===== src/rtl/segmentos_mux_n.sv =====
// N-digit multiplexed common-anode 7-segment driver with a sequential double-dabble
// converter, atomic shadow commit, leading-zero blanking, per-digit blink and overflow dashes.
module segmentos_mux_n #(
    parameter int N_DIGITS     = 4,
    parameter int W            = 16,
    parameter int DIV          = 50000,
    parameter int BLINK_FRAMES = 64
) (
    input  logic                clk,
    input  logic                reset,
    input  logic                enable,
    input  logic                load,
    input  logic [W-1:0]        value,
    input  logic                hex_mode,
    input  logic                blank_lz,
    input  logic [N_DIGITS-1:0] dp,
    input  logic [N_DIGITS-1:0] blink_mask,
    output logic                busy,
    output logic                done,
    output logic                overflow,
    output logic [7:0]          bcd,
    output logic [N_DIGITS-1:0] anodos
);

    localparam int AW = 4 * N_DIGITS;
    localparam int DW = $clog2(DIV);
    localparam int IW = $clog2(N_DIGITS);
    localparam int CW = $clog2(W + 1);
    localparam int FW = $clog2(BLINK_FRAMES + 1);

    localparam logic [6:0] SEG_DASH  = 7'b1111110;
    localparam logic [6:0] SEG_BLANK = 7'b1111111;

    typedef enum logic [1:0] {IDLE, SHIFT, COMMIT} state_t;

    state_t              state_q, state_d;
    logic [W-1:0]        sh_q, sh_d;
    logic [AW-1:0]       acc_q, acc_d;
    logic                ovf_q, ovf_d;
    logic [CW-1:0]       bit_q, bit_d;
    logic [AW-1:0]       shadow_q, shadow_d;
    logic                ovr_q, ovr_d;
    logic [DW-1:0]       div_q, div_d;
    logic [IW-1:0]       idx_q, idx_d;
    logic [FW-1:0]       frame_q, frame_d;
    logic                phase_q, phase_d;
    logic [N_DIGITS-1:0] an_q, an_d;
    logic [7:0]          seg_q, seg_d;

    logic [W+AW-1:0]     ext;
    logic [AW-1:0]       adj;
    logic                tick, wrap;
    logic [N_DIGITS-1:0] lz;
    logic                seen;
    logic [3:0]          digit;
    logic [7:0]          seg_sel;

    function automatic logic [6:0] hex7(input logic [3:0] h);
        case (h)
            4'h0: hex7 = 7'b0000001;
            4'h1: hex7 = 7'b1001111;
            4'h2: hex7 = 7'b0010010;
            4'h3: hex7 = 7'b0000110;
            4'h4: hex7 = 7'b1001100;
            4'h5: hex7 = 7'b0100100;
            4'h6: hex7 = 7'b0100000;
            4'h7: hex7 = 7'b0001111;
            4'h8: hex7 = 7'b0000000;
            4'h9: hex7 = 7'b0000100;
            4'hA: hex7 = 7'b0001000;
            4'hB: hex7 = 7'b1100000;
            4'hC: hex7 = 7'b0110001;
            4'hD: hex7 = 7'b1000010;
            4'hE: hex7 = 7'b0110000;
            default: hex7 = 7'b0111000;
        endcase
    endfunction

    assign ext = {{AW{1'b0}}, value};

    // Conversion FSM: state register
    always_ff @(posedge clk or posedge reset) begin
        if (reset) state_q <= IDLE;
        else       state_q <= state_d;
    end

    // Conversion FSM: next state
    always_comb begin
        state_d = state_q;
        case (state_q)
            IDLE:    if (load) state_d = hex_mode ? COMMIT : SHIFT;
            SHIFT:   if (bit_q == CW'(W - 1)) state_d = COMMIT;
            COMMIT:  state_d = IDLE;
            default: state_d = IDLE;
        endcase
    end

    // Conversion FSM: outputs
    always_comb begin
        busy = (state_q == SHIFT);
        done = (state_q == COMMIT);
    end

    // Double-dabble datapath; hex loads fill the accumulator directly
    always_comb begin
        adj = acc_q;
        for (int i = 0; i < N_DIGITS; i++)
            if (adj[4*i +: 4] >= 4'd5) adj[4*i +: 4] = adj[4*i +: 4] + 4'd3;
        sh_d     = sh_q;
        acc_d    = acc_q;
        ovf_d    = ovf_q;
        bit_d    = bit_q;
        shadow_d = shadow_q;
        ovr_d    = ovr_q;
        case (state_q)
            IDLE: if (load) begin
                sh_d  = value;
                bit_d = '0;
                if (hex_mode) begin
                    acc_d = ext[AW-1:0];
                    ovf_d = |ext[W+AW-1:AW];
                end else begin
                    acc_d = '0;
                    ovf_d = 1'b0;
                end
            end
            SHIFT: begin
                acc_d = {adj[AW-2:0], sh_q[W-1]};
                ovf_d = ovf_q | adj[AW-1];
                sh_d  = sh_q << 1;
                bit_d = bit_q + CW'(1);
            end
            COMMIT: begin
                shadow_d = acc_q;
                ovr_d    = ovf_q;
            end
            default: ;
        endcase
    end

    // Scan timing: divider, index, frame counter and blink phase
    always_comb begin
        tick    = enable && (div_q == DW'(DIV - 1));
        wrap    = tick && (idx_q == IW'(N_DIGITS - 1));
        div_d   = div_q;
        idx_d   = idx_q;
        frame_d = frame_q;
        phase_d = phase_q;
        if (enable) div_d = tick ? '0 : div_q + DW'(1);
        if (tick)   idx_d = wrap ? '0 : idx_q + IW'(1);
        if (wrap) begin
            if (frame_q == FW'(BLINK_FRAMES - 1)) begin
                frame_d = '0;
                phase_d = ~phase_q;
            end else begin
                frame_d = frame_q + FW'(1);
            end
        end
    end

    // Segment selection uses next-state digits so a tick coinciding with commit shows new data
    always_comb begin
        seen = 1'b0;
        lz   = '0;
        for (int i = N_DIGITS - 1; i >= 0; i--) begin
            seen  = seen | (shadow_d[4*i +: 4] != 4'h0);
            lz[i] = !seen && (i != 0);
        end
        digit = shadow_d[{idx_d, 2'b00} +: 4];
        if (phase_d && blink_mask[idx_d])  seg_sel = 8'hFF;
        else if (ovr_d)                    seg_sel = {SEG_DASH, ~dp[idx_d]};
        else if (blank_lz && lz[idx_d])    seg_sel = {SEG_BLANK, ~dp[idx_d]};
        else                               seg_sel = {hex7(digit), ~dp[idx_d]};
    end

    always_comb begin
        an_d  = an_q;
        seg_d = seg_q;
        if (!enable) begin
            an_d  = '1;
            seg_d = 8'hFF;
        end else if (tick) begin
            an_d  = ~(N_DIGITS'(1) << idx_d);
            seg_d = seg_sel;
        end
    end

    always_ff @(posedge clk or posedge reset) begin
        if (reset) begin
            sh_q     <= '0;
            acc_q    <= '0;
            ovf_q    <= 1'b0;
            bit_q    <= '0;
            shadow_q <= '0;
            ovr_q    <= 1'b0;
            div_q    <= '0;
            idx_q    <= '0;
            frame_q  <= '0;
            phase_q  <= 1'b0;
            an_q     <= '1;
            seg_q    <= 8'hFF;
        end else begin
            sh_q     <= sh_d;
            acc_q    <= acc_d;
            ovf_q    <= ovf_d;
            bit_q    <= bit_d;
            shadow_q <= shadow_d;
            ovr_q    <= ovr_d;
            div_q    <= div_d;
            idx_q    <= idx_d;
            frame_q  <= frame_d;
            phase_q  <= phase_d;
            an_q     <= an_d;
            seg_q    <= seg_d;
        end
    end

    assign overflow = ovr_q;
    assign bcd      = seg_q;
    assign anodos   = an_q;

endmodule

===== config.mk =====
export PLATFORM = sky130hd
export DESIGN_NAME = segmentos_mux_n
export DESIGN_NICKNAME = d
export VERILOG_FILES = /design/src/rtl/segmentos_mux_n.sv
export SDC_FILE = /design/constraint.sdc
export NUM_CORES = 1
export LEC_CHECK = 0
export CAP_MARGIN = 30
export CORE_UTILIZATION = 63
export CTS_BUF_LIST = sky130_fd_sc_hd__clkbuf_16
export CTS_CLUSTER_SIZE = 30
export DETAILED_ROUTE_END_ITERATION = 8
export GPL_TIMING_DRIVEN = 0
export PLACE_DENSITY = 0.84
export SYNTH_ARGS = -nofsm -noshare
export SYNTH_HDL_FRONTEND = slang
export SYNTH_SLANG_ARGS = --single-unit

===== constraint.sdc =====
create_clock -name clk -period 8.4 [get_ports clk]
set_clock_uncertainty 0.15 [all_clocks]
set_input_delay 1.68 -clock clk [delete_from_list [all_inputs] [get_ports clk]]
set_output_delay 1.68 -clock clk [all_outputs]
set_load 0.01 [all_outputs]

# Word level (Yosys, flattened, before mapping)

Memories as Yosys holds them, arrays and structs flattened.
Cells that the tools add are included.

Word-level logic and storage cells: 96
Bits in read-only memories: 112
Memories: 1
Register bits after elaboration: 95

Shifts and indexed selects: 2
Reduce and logical (&&, ||, !) cells: 14
Mux-type cells: 38
Magnitude comparators: 5
Add/sub/neg operators: 8
Bitwise logic cells: 6
Equality and inequality tests: 9

Memories:

| memory           | depth | bits a word | read ports | clocked after Yosys merged registers in | wr ports | line | RTL |
|---|---|---|---|---|---|---|---|
| (name not given) | 16    | 7           | 1          | 0                                       | 0        | 59   | `case (h)` |

Operator list:

| operator                                                                | number |
|---|---|
| 16-bit 2-to-1 mux                                                       | 5 |
| 16-bit case mux with 2 select lines                                     | 2 |
| 8-bit 2-to-1 mux                                                        | 5 |
| 4-bit 2-to-1 mux                                                        | 6 |
| 16-bit by 1-bit adder with 16-bit output, second input constant         | 1 |
| 4-bit by 2-bit adder with 4-bit output, second input constant           | 4 |
| 16-bit == test, second input constant                                   | 1 |
| 4-bit by 3-bit >= comparator with 1-bit output, second input constant   | 4 |
| 16-bit by 5-bit indexed part select with 4-bit output                   | 1 |
| 4-bit nonzero test                                                      | 3 |
| 2-bit 2-to-1 mux                                                        | 5 |
| 5-bit case mux with 2 select lines                                      | 1 |
| 7-bit by 1-bit adder with 7-bit output, second input constant           | 1 |
| 7-bit by 6-bit == test with 1-bit output, second input constant         | 1 |
| 1-bit 2-to-1 mux                                                        | 7 |
| 7-bit 2-to-1 mux                                                        | 1 |
| 1-bit binary-select mux with 2-bit select                               | 3 |
| 5-bit by 1-bit adder with 5-bit output, second input constant           | 1 |
| 5-bit by 4-bit == test with 1-bit output, second input constant         | 1 |
| 5-bit 2-to-1 mux                                                        | 1 |
| 2-bit == test, second input constant                                    | 2 |
| 1-bit logical AND                                                       | 4 |
| 2-bit by 1-bit inequality test with 1-bit output, second input constant | 2 |
| 4-bit inverter                                                          | 1 |
| 13 further kinds                                                        | 19 |

# Longest topological paths before layout

Depth after elaboration: 14
Gate-level depth with buffers: 15
Depth with buffers taken out: 13

# Least setup slack after synthesis

OpenSTA, ideal clock, no wires.

Path kind: input to register
Start: input port enable
End: register seg_q[7] (netlist: bcd[7])
Setup slack: 4.387 ns
Data arrival time: 3.760 ns
Cell stages on the path: 11
Path buffers: 0
Data required time: 8.147 ns
Path through: and4_1 > nand4_4 > mux2i_4 > mux2i_1 > nor2_1 > a21oi_1 > inv_1 > ha_1 > or3b_1 > o221ai_1 > a21oi_1

Word-level cells in the longest chain between the ends: 12

Ends and longest elaborated chain:

| item                                                       | line | RTL |
|---|---|---|
| start, declared                                            | 11   | `input logic enable,` |
| branches (longest 12 deep; another with memory 16 x 7 bit) | --   |  |
| end signal, assigned                                       | 214  | `seg_q <= seg_d;` |
| end, declared                                              | 48   | `logic [7:0] seg_q, seg_d;` |

Several ways; the timed one is not identified. The select of a mux whose other input is x is not followed.
A chain may end at the register's enable or synchronous reset.

# Worst setup path after layout

Same ends and word-level chain as after synthesis.

==> impl_metrics.py <==
metrics = {
    "routing": {
        "wl_um": 11700,
        "via_count": 4214,
        "drt_iter0_drc": 250,
        "vias_per_cell": 6.046,
        "drc": 0,
        "first_pass_iters": 5,
        "avgRoutedWirePerCell_um": 16.78,
        "drtAntennaViolNets": 0,
    },
    "clocking": {
        "path_clk_slew_ns": 0.07,
        "cts_hold_buf": 0,
        "clock_latency_ns": 0.34,
        "cts.path.max_buffers": 2,
        "cts_sinks": 95,
        "cts-buffers-inserted": 9,
        "htreeDepth": 3,
        "cts_tree": "yes",
        "postCtsSetupBuffers": 0,
        "ctsResizeCount": 0,
        "cts-root-buf": "clkbuf_16",
    },
    "sta": {
        "worst_slew_pin_slew_ns": 0.8552,
        "setup_viol": 0,
        "maxSlewHeadroom_pct": 42.55,
        "timing.fmax_ghz": 0.2069,
        "post-route-period-util_pct": 57.54,
        "rsz0062_at_grt": "no",
        "setup_slack_ns": 3.567,
        "hold_viol": 0,
        "min_period_ns": 4.833,
        "final_max_slew_viol_count": 0,
        "setup_tns_ns": 0,
        "whs_ns": 0.3304,
    },
    "floorplanning": {
        "design.core.area_um2": 7848,
        "dieWidth_um": 92.96,
        "rows": 32,
        "ios": 45,
        "die_y_um": 92.96,
        "dieArea_um2": 8642,
        "start_util_pct": 66.42,
    },
    "place": {
        "io_buffer_count": 44,
        "place_congestion": 0.8654,
        "place_worst_setup_slack_ns": 3.269,
        "dpl.hpwl_um": 8440,
        "place_area_um2": 5811,
        "dp.cells": 681,
    },
    "logic_synthesis": {
        "yosysSeqAreaShare_pct": 45.90,
        "yosys.area.top_type": "dfrtp_1",
        "ys_seq_elements": 95,
        "synth_area_per_cell_um2": 9.761,
        "netlist_area_um2": 5212,
        "synth_top_area_share_pct": 39.85,
        "netlist_instances": 534,
        "synth-edff-count": 0,
        "async_reset_ff_share_pct": 100.0,
        "synth_top_cells_by_area": "dfrtp_1, mux2i_1, dfstp_2",
        "ys_warn_count": 0,
        "synth_flop_cell": "dfrtp_1",
        "yosysUniqueCellTypes": 58,
        "synth_nets": 583,
    },
    "global_routing": {
        "grt_max_degree": 73,
        "grt_pass1_wl_um": 19460,
        "grt_pass1_vias": 4084,
        "antenna_found_initial": 0,
        "grt.total_usage_pct": 28.72,
        "grt-ovfl-total": 0,
    },
    "power": {
        "peakVddDrop_v": 0.0002448,
        "cellLeakagePower_uw": 0.002847,
        "powerDensity_nw_per_um2": 294.3,
    },
    "critical_path": {
        "cp.required_ns": 8.48,
        "cp_top_family": "simple AND/OR/NAND/NOR gates",
        "slowest_stage": "clkdlybuf4s50_1",
        "cp-start-kind": "input port",
        "crit_chain": "clkdlybuf4s50_1 > and4_1 > nand4_4 > mux2i_4 > mux2i_1 > nor2_1 > a21oi_1 > inv_1 > ha_1 > or3b_1 > o221ai_1 > a21oi_1",
        "cp.buffers_inverters": 2,
        "max_stage_delay_ns": 0.63,
        "worst_setup_path_end_kind": "flip-flop",
        "crit_top_cell": "a21oi_1",
        "critPathArrivalTime_ns": 4.92,
        "crit_path_max_fanout": 8,
        "crit_type": "in2reg",
    },
    "cells_and_area": {
        "fin_area_um2": 6085,
        "final_cells": 697,
        "drive_above_1_share_pct": 8.908,
        "antenna_cells": 0,
        "area_growth_pct": 16.73,
        "finalNetCount": 639,
    },
    "run_status": {
        "status": "complete, no violations",
    },
    "min_path": {
        "holdCritPathClass": "reg2reg",
    },
    "flow_run": {
        "maxCapViolCount": 0,
    },
}
-- report_power, final --
| part | internal, uW | switching [uW] |
|---|---|---|
| clock | 201 | 179 |
| sequential | 590 | 100 |
| combinational | 295 | 426 |
| total | 1090 | 705 |
-- metrics by stage --
| stage | power [uW] | util [%] |
|---|---|---|
| after global placement | 1350 | 73.66 |
| after detailed placement | 1396 | 74.04 |
| after global routing | 1902 | 77.54 |
| after CTS | 1781 | 77.54 |
| final | 1791 | 77.54 |
| after floorplan | 1196 | - |
-- cell usage after synthesis, drive strengths merged (2+ instances only) --
master	count
and4bb	2
a222oi	2
o22ai	2
dfrtp	83
o22a	3
dfstp	12
and2	3
nor4	2
nor3b	4
xor2	13
a311oi	9
clkbuf	13
a21oi	34
o21ai	46
mux2	8
a21o	2
a31oi	6
o221ai	2
and3	3
buf	9
a22o	2
inv	36
o31a	3
ha	19
nand2	46
nand4	6
nor3	10
nor4b	3
a32oi	4
xnor2	12
o21a	2
or3	3
mux2i	39
nor2	57
nand3	15
nand2b	8
-- worst paths after layout --
check                           slack, ns                  from  cells after the start                   end
worst min register to register       0.33  sh_q[14]$_DFFE_PP0P_                      2  sh_q[14]$_DFFE_PP0P_
worst max-delay path                 3.57                enable                     12    bcd[7]$_DFFE_PP1P_
worst max register to register       4.91  div_q[0]$_DFFE_PP0P_                     12    bcd[7]$_DFFE_PP1P_
max in group asynchronous            5.90                 reset                      3    bcd[3]$_DFFE_PP1P_
min in group asynchronous            1.51                 reset                      2  bit_q[3]$_DFFE_PP0P_
worst min-delay path                 0.33  sh_q[14]$_DFFE_PP0P_                      2  sh_q[14]$_DFFE_PP0P_
-- worst register-to-register path, delay by kind of cell (launching register included) --
| family | cells | cell delay [ns] |
|---|---|---|
| DFF | 1 | 0.40 |
| buffers and inverters | 1 | 0.16 |
| adders and majority gates | 2 | 0.50 |
| muxes | 2 | 0.60 |
| and+or+nand+nor | 4 | 0.96 |
| AOI/OAI and AO/OA | 3 | 0.61 |
-- sequential cells by signal, summed over array words and instances (netlist names) --
register  flops
shadow_q     16
acc_q        16
phase_q       1
bcd           8
idx_q         2
state_q       2
overflow      1
frame_q       7
ovf_q         1
div_q        16
sh_q         16
anodos        4
bit_q         5
-- layer usage --
metal | global-route usage [%] | wire, um | vias up
met2 | 47.67 | 5704 | 148
met5 | 0 | 0 | -
met4 | 8.718 | 165 | 0
met1 | 39.44 | 5143 | 2047
li1 | - | - | 2000
met3 | 3.612 | 681 | 19
-- layout make-up --
type,instances,area (um2)
Buffer,22,105.1
Clock buffer,9,225.2
Clock inverter,7,48.80
Fill cell,549,1763
Inverter,36,137.6
Multi-Input combinational cell,381,2580
Sequential cell,95,2392
Tap cell,102,127.6
Timing Repair Buffer,45,467.9
-- cell usage in the layout (no fill, tap or decap), drive strengths merged, types with 4 or more instances in the layout --
master and n:
a21oi 34, a311oi 9, a31oi 6, a32oi 4, buf 10, clkbuf 22
clkdlybuf4s50 44, clkinv 4, dfrtp 83, dfstp 12, ha 19, inv 37
mux2 8, mux2i 39, nand2 46, nand2b 8, nand3 15, nand4 6
nor2 57, nor3 10, nor3b 4, o21ai 46, xnor2 12, xor2 13
-- kinds of logic (layout without fill, tap and decap cells) --
group / Yosys count / count (layout) / share of synthesized area (%)
AOI/OAI and AO/OA: 121 / 121 / 14.33
xor gates and xnor gates: 25 / 25 / 4.201
adders and majority gates: 19 / 19 / 4.561
buffers and inverters: 58 / 119 / 4.609
DFF: 95 / 95 / 45.90
muxes: 48 / 48 / 10.03
and+or+nand+nor: 168 / 168 / 16.37
Power figures use the tool's default switching activity.
==> variant (same settings) <==
Put a register stage on the output `done`, with the module's reset. The value now appears one clock later. The other outputs are not delayed to match.
--- a/src/rtl/segmentos_mux_n.sv
+++ b/src/rtl/segmentos_mux_n.sv
@@ -34,4 +34,6 @@
     typedef enum logic [1:0] {IDLE, SHIFT, COMMIT} state_t;
 
+    logic done_d;
+
     state_t              state_q, state_d;
     logic [W-1:0]        sh_q, sh_d;
@@ -99,5 +101,5 @@
     always_comb begin
         busy = (state_q == SHIFT);
-        done = (state_q == COMMIT);
+        done_d = (state_q == COMMIT);
     end
 
@@ -220,3 +222,11 @@
     assign anodos   = an_q;
 
+    always_ff @(posedge clk or posedge reset) begin
+        if (reset) begin
+            done <= '0;
+        end else begin
+            done <= done_d;
+        end
+    end
+
 endmodule
Check against the original RTL: not equivalent (Yosys sat finds a counterexample within 4 cycles, from zero or initial values and one cycle with reset high).
==> variant against the original RTL <==
Cell area is 2.2% higher; synthesized area grew 2.1%; critical path type unchanged; sequential cell count rose by 1; worst hold slack improved by 0.0013 ns; count of clock-buffer cells in the layout did not move; highest routed layer unchanged; non-clock buffer count increased by 1; power up 2.1%; register-to-register slack got worse by 0.60 ns; sequential share of layout area shrank 0.44 points; setup slack worse by 0.54 ns; wire length increased by 5.7%.
==> variant: results (changes against the original RTL) <==
GRT
  – Largest net degree at the start of global routing: 71 (-2.7%)
  – Antenna violations before repair: 0 (unchanged)
  – First-pass GRT wire length: 20900 um (+7.3%)
  – Vias in the first global route: 4434 (+8.6%)
  – Tot GR Track Use: 30.6% (+1.9 points)

Synth
  – Post-synthesis compound-gate area fraction: 17.2% (+2.9 points)
  – Post-synthesis xor/xnor area fraction: 3.62% (-0.58 points)
  – Synth cell count leaders: dfrtp_1 (84), o21ai_0 (62), nor2_1 (56), nand2_1 (55), a21oi_1 (30)
  – Synth top area cells: dfrtp_1 (40%), dfstp_2 (5.9%), o21ai_0 (5.8%)
  – Multiplexer area fraction after synthesis: 8.33% (-1.7 points)
  – Post-synth cell types: 66 (+14%)
  – Asr flop ratio synth: 100% (unchanged)
  – Adder-cell area share of the yosys netlist: 4.47% (-0.092 points)
  – Seq/Total Area, Yosys: 45.4% (-0.46 points)
  – Yosys Warn Count: 0 (unchanged)
  – Syn nets: 606 (+3.9%)

Worst setup path
  – CP arrival: 5.48 ns (+0.56 ns)
  – Top delay family on crit path: multiplexers
  – CP max stage cell: clkdlybuf4s50_1
  – Largest stage delay, worst path: 0.60 ns (-0.03 ns)
  – Crit path max fanout: 9 (+1)

STA
  – Rel. slew slack: 41.7% (-0.80 points)

Clocking
  – Clock-pin slew on the worst setup and hold paths: 0.07 ns (about the same)
  – Max H-tree Level: 3 (unchanged)
  – Clk_lat worst skew: 0.34 ns (about the same)
  – TritonCTS Buffers: 9 (unchanged)
  – Max clock buf depth: 2 (unchanged)
  – Clock root buffer: clkbuf_16
  – Post-CTS Setup Bufs: 0 (unchanged)
  – Post_cts resized: 0 (unchanged)

Placement
  – Placer congestion estimate: 0.897 (+3.6%)
  – Post-DP HPWL: 8730 um (+3.4%)
  – Placed cell area: 0.00592 sq mm (+1.9%)
  – # port buffers: 44 (unchanged)

Final layout
  – Final #Nets: 662 (+3.6%)
  – Layout cell share with drive strength beyond 1: 9.39% (+0.48 points)
  – Final antenna diode count: 0 (unchanged)

Drt
  – Via count: 4578 (+8.6%)
  – Iter 0 DRT Violations: 427 (+71%)
  – Routed wire length: 12400 um (+5.7%)

Outcome
  – Status: completed

Power
  – Worst VDD drop: 0.000211 V (-14%)
  – Overall power: 1.83 mW (+2.1%)
  – Leak Pwr: 2.75 nW (-3.5%)

Worst hold path
  – Hold crit path type: reg -> reg
## variant: cell types whose count changed after synthesis, moves of 5 or more
cell,before,now
o21ai_0,45,62
nor4_1,0,5
mux2i_1,37,26
nand3_1,15,9
nand2_1,46,55
mux2_2,7,13
inv_1,35,25
## variant: per-layer routing
layer / vias up / GRT usage [%] / share of wire, % / wire length, um
met2: 183 / 47.7 / 48 / 5930
met3: 34 / 5.50 / 6.1 / 749
met5: - / 0 / 0 / 0
met1: 2248 / 41.7 / 44 / 5380
li1: 2113 / - / - / -
met4: 0 / 13.5 / 2.5 / 303
## variant: final cells by class
type                            count  area [sq um]
Multi-Input combinational cell    412          2710
Sequential cell                    96          2420
Fill cell                         566          1960
Timing Repair Buffer               45           468
Clock buffer                        9           225
Tap cell                          105           131
Inverter                           26           100
Buffer                             23          97.6
Clock inverter                      7          71.3
## variant: worst paths after layout
| path | from | endpoint | slack [ns] | cells past startpoint |
|---|---|---|---|---|
| min in group asynchronous | reset | sh_q[6] | 1.52 | 2 |
| worst max register to register | div_q[0] | bcd[7] | 4.31 | 12 |
| worst max-delay path | enable | bcd[7] | 3.03 | 12 |
| max in group asynchronous | reset | bcd[4] | 5.88 | 3 |
| worst min register to register | sh_q[12] | sh_q[12] | 0.33 | 2 |
| worst min-delay path | sh_q[12] | sh_q[12] | 0.33 | 2 |
## variant: through the flow
| step | cells | setup WS, ns |
|---|---|---|
| 2_1_floorplan | 557 | 4.05 |
| 3_3_place_gp | 706 | 2.68 |
| 3_5_place_dp | 707 | 2.80 |
| 4_1_cts | 723 | 3.09 |
| 5_1_grt | 723 | 2.81 |
| 6_report | 723 | 3.03 |
## variant: report_power, final
| part | internal (mW) | switching, mW |
|---|---|---|
| Combinational | 0.290 | 0.429 |
| Clock | 0.231 | 0.178 |
| Sequential | 0.595 | 0.106 |
